$ cat config.mk
export PLATFORM = sky130hd
export DESIGN_NAME = uart_tx_scheduler
export DESIGN_NICKNAME = d
export VERILOG_FILES = /design/src/rtl/uart_tx_scheduler_pkg.sv /design/src/rtl/uart_tx_scheduler_fifo.sv /design/src/rtl/uart_tx_scheduler.sv
export SDC_FILE = /design/constraint.sdc
export NUM_CORES = 1
export LEC_CHECK = 0
export ABC_AREA = 1
export BUFFER_PORTS_ARGS = -buffer_cell sky130_fd_sc_hd__buf_2
export CAP_MARGIN = 20
export CORE_ASPECT_RATIO = 1.5
export CORE_MARGIN = 3
export CORE_UTILIZATION = 35
export CTS_BUF_LIST = sky130_fd_sc_hd__clkbuf_8
export CTS_CLUSTER_DIAMETER = 150
export DETAILED_ROUTE_END_ITERATION = 6
export GPL_TIMING_DRIVEN = 0
export SLEW_MARGIN = 25
export SYNTH_ARGS = -nofsm -noshare
export SYNTH_HDL_FRONTEND = slang
export SYNTH_SLANG_ARGS = --single-unit
$ cat constraint.sdc
create_clock -name clk -period 6.2 [get_ports clk]
set_input_delay 0.93 -clock clk [delete_from_list [all_inputs] [get_ports clk]]
set_output_delay 0.93 -clock clk [all_outputs]
set_load 0.1 [all_outputs]
$ cat src/rtl/uart_tx_scheduler_pkg.sv
// uart_tx_scheduler_pkg: shared addresses, FSM encodings and status-word layout
package uart_tx_scheduler_pkg;
  localparam logic [31:0] UART_TX_ADDR     = 32'h1000_0000;
  localparam logic [31:0] UART_STATUS_ADDR = 32'h1000_0004;
  typedef enum logic [1:0] {IDLE = 2'd0, STROBE = 2'd1, WAIT = 2'd2} state_e;
  localparam int STAT_LEVEL_LSB = 0;
  localparam int STAT_LEVEL_W   = 8;
  localparam int STAT_EMPTY_BIT = STAT_LEVEL_LSB + STAT_LEVEL_W;
  localparam int STAT_FULL_BIT  = STAT_EMPTY_BIT + 1;
  localparam int STAT_BUSY_BIT  = STAT_FULL_BIT + 1;
  localparam int STAT_OVF_BIT   = STAT_BUSY_BIT + 1;
endpackage

$ cat src/rtl/uart_tx_scheduler_fifo.sv
// sync_fifo: synchronous FIFO with extra-bit pointers, occupancy level and flush
module sync_fifo #(
  parameter int WIDTH = 8,
  parameter int DEPTH = 16
) (
  input  logic                   clk,
  input  logic                   rst,
  input  logic                   push_i,
  input  logic                   pop_i,
  input  logic                   flush_i,
  input  logic [WIDTH-1:0]       wdata_i,
  output logic [WIDTH-1:0]       rdata_o,
  output logic                   full_o,
  output logic                   empty_o,
  output logic [$clog2(DEPTH):0] level_o
);
  localparam int AW = $clog2(DEPTH);
  logic [WIDTH-1:0] mem_q [DEPTH];
  logic [AW:0] wptr_q, rptr_q, wptr_d, rptr_d;
  logic do_push, do_pop;
  // A flush discards the same-edge write and moves the read pointer onto the write pointer
  always_comb begin
    do_push = push_i && !full_o && !flush_i;
    do_pop  = pop_i && !empty_o && !flush_i;
    wptr_d  = wptr_q + (AW+1)'(do_push);
    rptr_d  = flush_i ? wptr_q : rptr_q + (AW+1)'(do_pop);
  end
  // Pointer registers
  always_ff @(posedge clk or negedge rst)
    if (!rst) begin
      wptr_q <= '0;
      rptr_q <= '0;
    end else begin
      wptr_q <= wptr_d;
      rptr_q <= rptr_d;
    end
  // Storage needs no reset; the pointers define what is valid
  always_ff @(posedge clk)
    if (do_push) mem_q[wptr_q[AW-1:0]] <= wdata_i;
  assign level_o = wptr_q - rptr_q;
  assign full_o  = level_o == (AW+1)'(DEPTH);
  assign empty_o = level_o == '0;
  assign rdata_o = mem_q[rptr_q[AW-1:0]];
endmodule

$ cat src/rtl/uart_tx_scheduler.sv
// uart_tx_scheduler: paces buffered CPU bytes into one uart_wr strobe per frame; UART_TX_FLUSH_EN adds a flush input
module uart_tx_scheduler
  import uart_tx_scheduler_pkg::*;
#(
  parameter int DEPTH        = 16,
  parameter int BIT_CYCLES   = 868,
  parameter int FRAME_BITS   = 10,
  parameter int GUARD_CYCLES = 2
) (
  input  logic                   clk,
  input  logic                   rst,
`ifdef UART_TX_FLUSH_EN
  input  logic                   flush,
`endif
  input  logic                   wr_en,
  input  logic [7:0]             wr_data,
  input  logic                   clr_ovf,
  output logic                   uart_wr,
  output logic [7:0]             uart_dat,
  output logic                   full,
  output logic                   empty,
  output logic [$clog2(DEPTH):0] level,
  output logic                   busy,
  output logic                   overflow
);
  localparam int FRAME_CYCLES = BIT_CYCLES * FRAME_BITS + GUARD_CYCLES;
  localparam int CW = $clog2(FRAME_CYCLES + 1);
  state_e state_q;
  logic [CW-1:0] cnt_q;
  logic [7:0] dat_q, head;
  logic uart_wr_q, ovf_q, ovf_d, pop, flush_w;
`ifdef UART_TX_FLUSH_EN
  assign flush_w = flush;
`else
  assign flush_w = 1'b0;
`endif
  assign pop = state_q == IDLE && !empty && !flush_w;
  sync_fifo #(.WIDTH(8), .DEPTH(DEPTH)) u_fifo (
    .clk     (clk),
    .rst     (rst),
    .push_i  (wr_en),
    .pop_i   (pop),
    .flush_i (flush_w),
    .wdata_i (wr_data),
    .rdata_o (head),
    .full_o  (full),
    .empty_o (empty),
    .level_o (level)
  );
  // A dropped write sets the flag and wins over a same-edge clear
  always_comb ovf_d = (wr_en && full && !flush_w) ? 1'b1 : clr_ovf ? 1'b0 : ovf_q;
  // Overflow flag register
  always_ff @(posedge clk or negedge rst)
    if (!rst) ovf_q <= 1'b0;
    else ovf_q <= ovf_d;
  // Frame sequencer: pop a byte, strobe once, then wait out the frame plus guard time
  always_ff @(posedge clk or negedge rst)
    if (!rst) begin
      state_q   <= IDLE;
      cnt_q     <= '0;
      dat_q     <= '0;
      uart_wr_q <= 1'b0;
    end else begin
      uart_wr_q <= 1'b0;
      case (state_q)
        IDLE: if (pop) begin
          dat_q   <= head;
          state_q <= STROBE;
        end
        STROBE: begin
          uart_wr_q <= 1'b1;
          cnt_q     <= CW'(FRAME_CYCLES - 1);
          state_q   <= WAIT;
        end
        WAIT: if (cnt_q == '0) state_q <= IDLE;
              else cnt_q <= cnt_q - 1'b1;
        default: state_q <= IDLE;
      endcase
    end
  assign uart_wr  = uart_wr_q;
  assign uart_dat = dat_q;
  assign overflow = ovf_q;
  assign busy     = state_q != IDLE || !empty;
endmodule

==> metrics.md <==
| Metric | Value |
|---|---|
| Rows | `64` |
| Clock Power Share | `0.281` |
| Global-route total usage across every layer | `0.1645` |
| Reg power frac | `0.482` |
| Clock transition at path regs | `0.09 ns` |
| Critical path data required time | `5.27 ns` |
| Multi-input logic area | `2226 sq um` |
| Routed vias/inst | `4.764` |
| Post-route cell area | `8273 sq um` |
| Power density over cell area | `335.3 nW/um^2` |
| Worst skew pair latency | `0.45 ns` |
| Number of global-route vias before repair | `4994` |
| Area Growth Syn to Fin | `11.86%` |
| Outcome | `finished clean` |
| Layout Skew | `0.01305 ns` |
| Dpl cell area | `7871 sq um` |
| Post-synthesis compound-gate area fraction | `0.02825` |
| CTS resizes | `0` |
| Yosys warning count | `0` |
| Synth top area share | `0.5197` |
| Num CTS Buffers | `17` |
| Final setup TNS | `0 ns` |
| Cell taking the most area after synthesis | `edfxtp_1` |
| CTS tree | `built` |
| Most frequent CP cell | `nand2_1` |
| Share of cells above drive strength 1 | `0.1253` |
| Post-route non-filler standard cell count | `1070` |
| Switching Share | `0.3506` |
| Hold_ws | `0.4797 ns` |
| CP endpoint kind | `output pin` |
| Most frequent cells in the layout | `nand2_1, edfxtp_1, nand3_1, inv_1, nor2_1` |
| Post-CTS Setup Bufs | `0` |
| # fillers | `1982` |
| Tightest Hold Check Type | `register to register` |
| Critical-path cell list | `clkinv_1 -> clkbuf_1 -> ha_1 -> a21oi_1 -> nand2_1 -> nand2_1 -> nand3_4 -> nor2_1 -> buf_2` |
| Routed WL per cell | `17.13 um` |
| Num ports | `30` |
| Startpoint types | `register` |
| Mapped Avg Cell Area | `9.927 sq um` |
| Post-Route Utilization | `0.4020` |
| Global-route wire length before repair | `28550 um` |
| XOR/XNOR Fraction of Synth Area | `0.01658` |
| Leakage | `3.524 nW` |
| Max cap viols | `0` |
| # hold bufs at CTS | `0` |
| GRT overflow | `0` |
| DR vias | `5097` |
| Post-synthesis mux area share | `0` |
| Root buf cell | `clkbuf_8` |
| Final setup viols | `0` |
| Number of synthesized register bits | `164` |
| Initial antenna violation count | `0` |
| Deepest clock path buffer count | `2` |
| Post-synthesis sequential area ratio | `0.6415` |
| Syn Nets | `767` |
| Synth unique cells | `32` |
| VDD IR max | `0.2857 mV` |
| Chip height | `184.0 um` |
| Rel. slew slack | `0.3366` |
| Nets@finish | `815` |
| Post-Synthesis Cells | `745` |
| Crit path max-delay cell type | `clkbuf_1` |
| Crit share post-route | `0.6423` |
| Post-Route WL | `18320 um` |
| Die area | `22950 sq um` |
| DP Wirelength | `13080 um` |
| Peak Freq | `251.1 MHz` |
| Number of diodes | `0` |
| Final antenna-violating net count | `0` |
| Largest family of logic cells by synthesized area | `simple AND/OR/NAND/NOR gates` |
| Critical path class | `register to output pin` |
| Placed cells | `1038` |
| NetSw | `0.0009725 W` |
| Register area | `4745 sq um` |
| Die W | `124.7 um` |
| Initial core utilization | `0.3594` |
| Core ar. | `20580 sq um` |
| CTS H-tree lvls | `4` |
| Iteration count of the initial detailed-routing pass | `5` |
| DRC | `0` |
| Gpl congestion | `0.9285` |
| Slew at the pin with the worst max-slew slack | `0.9914 ns` |
| Largest net degree at the start of global routing | `37` |
| Max Slew Vio Count | `0` |
| I/O Buffers | `29` |
| Pint | `0.001802 W` |
| Synth Area in Adders | `0.01793` |
| RSZ-0062 raised after global routing | `false` |
| Combinational share of power | `0.237` |
| Final critical-path required period | `3.982 ns` |
| Crit path arrival time | `3.05 ns` |
| Synth Area in Simple Gates | `0.2382` |
| CP Max Fanout | `10` |
| DRT iter0 DRCs | `383` |
| CP max stage delay | `0.50 ns` |
| Most common cell after layout, fill and taps aside | `nand2_1` |
| CTS sink cnt | `164` |
| Final Hold Viols | `0` |
| Synth area leaders | `edfxtp_1, nand2_1, dfrtp_1` |
| Post-Synthesis Cell Area | `7396 sq um` |
layout make-up:
class | count | area share
timing repair buffer | 29 | 0.01754
multi-input combinational | 480 | 0.2691
tap | 264 | 0.03993
buffer | 27 | 0.01785
clock buffer | 18 | 0.02995
sequential | 164 | 0.5735
inverter | 74 | 0.03358
clock inverter | 14 | 0.01860
cells in the mapped netlist (all sizes together):
library cell,number
fa,1
buf,18
nor3,1
a21oi,1
inv,73
dfrtp,36
edfxtp,128
nand3,88
nand4,1
xnor2,5
o21ai,26
clkinv,1
clkbuf,9
nor2,70
nand2,262
xor2,9
ha,9
o211ai,5
o22ai,1
and2,1
layer usage:
metal  vias to the layer above  GRT usage  routed length (um)
met5                         -          0                   0
met2                       161     0.2938                9534
li1                       2525          -                   -
met4                         0    0.08820                 777
met1                      2371     0.1881                7188
met3                        40    0.02791                 825
power by group through the flow:
stage | logic (W) | registers, W | clock network (W)
after floorplan | 0.000517 | 0.00136 | 0
after global placement | 0.000655 | 0.00136 | 0
after detailed placement | 0.000662 | 0.00136 | 0
after CTS | 0.000663 | 0.00134 | 0.000796
after global routing | 0.000717 | 0.00135 | 0.000847
final | 0.000658 | 0.00134 | 0.000779
cells by family after synthesis:
kind of cell / Yosys count
flip-flops: 164
XOR/XNOR: 14
AND/OR/NAND/NOR: 423
adder cells (fa/ha/maj): 10
buffers and inverters: 101
AO/OA/AOI/OAI: 33
state kept, by name, summed over array words and instances, names as in the netlist:
signal         flops
overflow           1
uart_dat           8
u_fifo.wptr_q      5
uart_wr            1
u_fifo.rptr_q      5
cnt_q             14
state_q            2
u_fifo.mem_q     128
final timing paths:
| check | from | end | slack (ns) | cells after the start |
|---|---|---|---|---|
| setup reg to reg | u_fifo.rptr_q[2] | u_fifo.mem_q[15][1] | 2.80 | 9 |
| hold reg to reg | uart_dat[0] | uart_dat[0] | 0.48 | 2 |
| setup / recovery | u_fifo.rptr_q[2] | full | 2.22 | 9 |
| min in group asynchronous | rst | uart_wr | 0.57 | 1 |
| hold / removal | uart_dat[0] | uart_dat[0] | 0.48 | 2 |
| max in group asynchronous | rst | cnt_q[7] | 5.12 | 1 |
critical path: cells and delay by family, from the launching register on:
kind,cells,cell delay (ns)
adders and majority gates,1,0.41
buffers and inverters,3,1.12
DFF,1,0.40
and+or+nand+nor,4,0.47
AOI/OAI and AO/OA,1,0.19
through the flow:
step | total power (W) | setup slack, ns
global route | 0.002912 | 2.042
floorplan | 0.001878 | 1.972
finish | 0.002774 | 2.218
detailed placement | 0.002024 | 2.753
CTS | 0.002797 | 2.225
global placement | 0.002015 | 2.753
No activity file was read; power rests on OpenSTA's default activity.
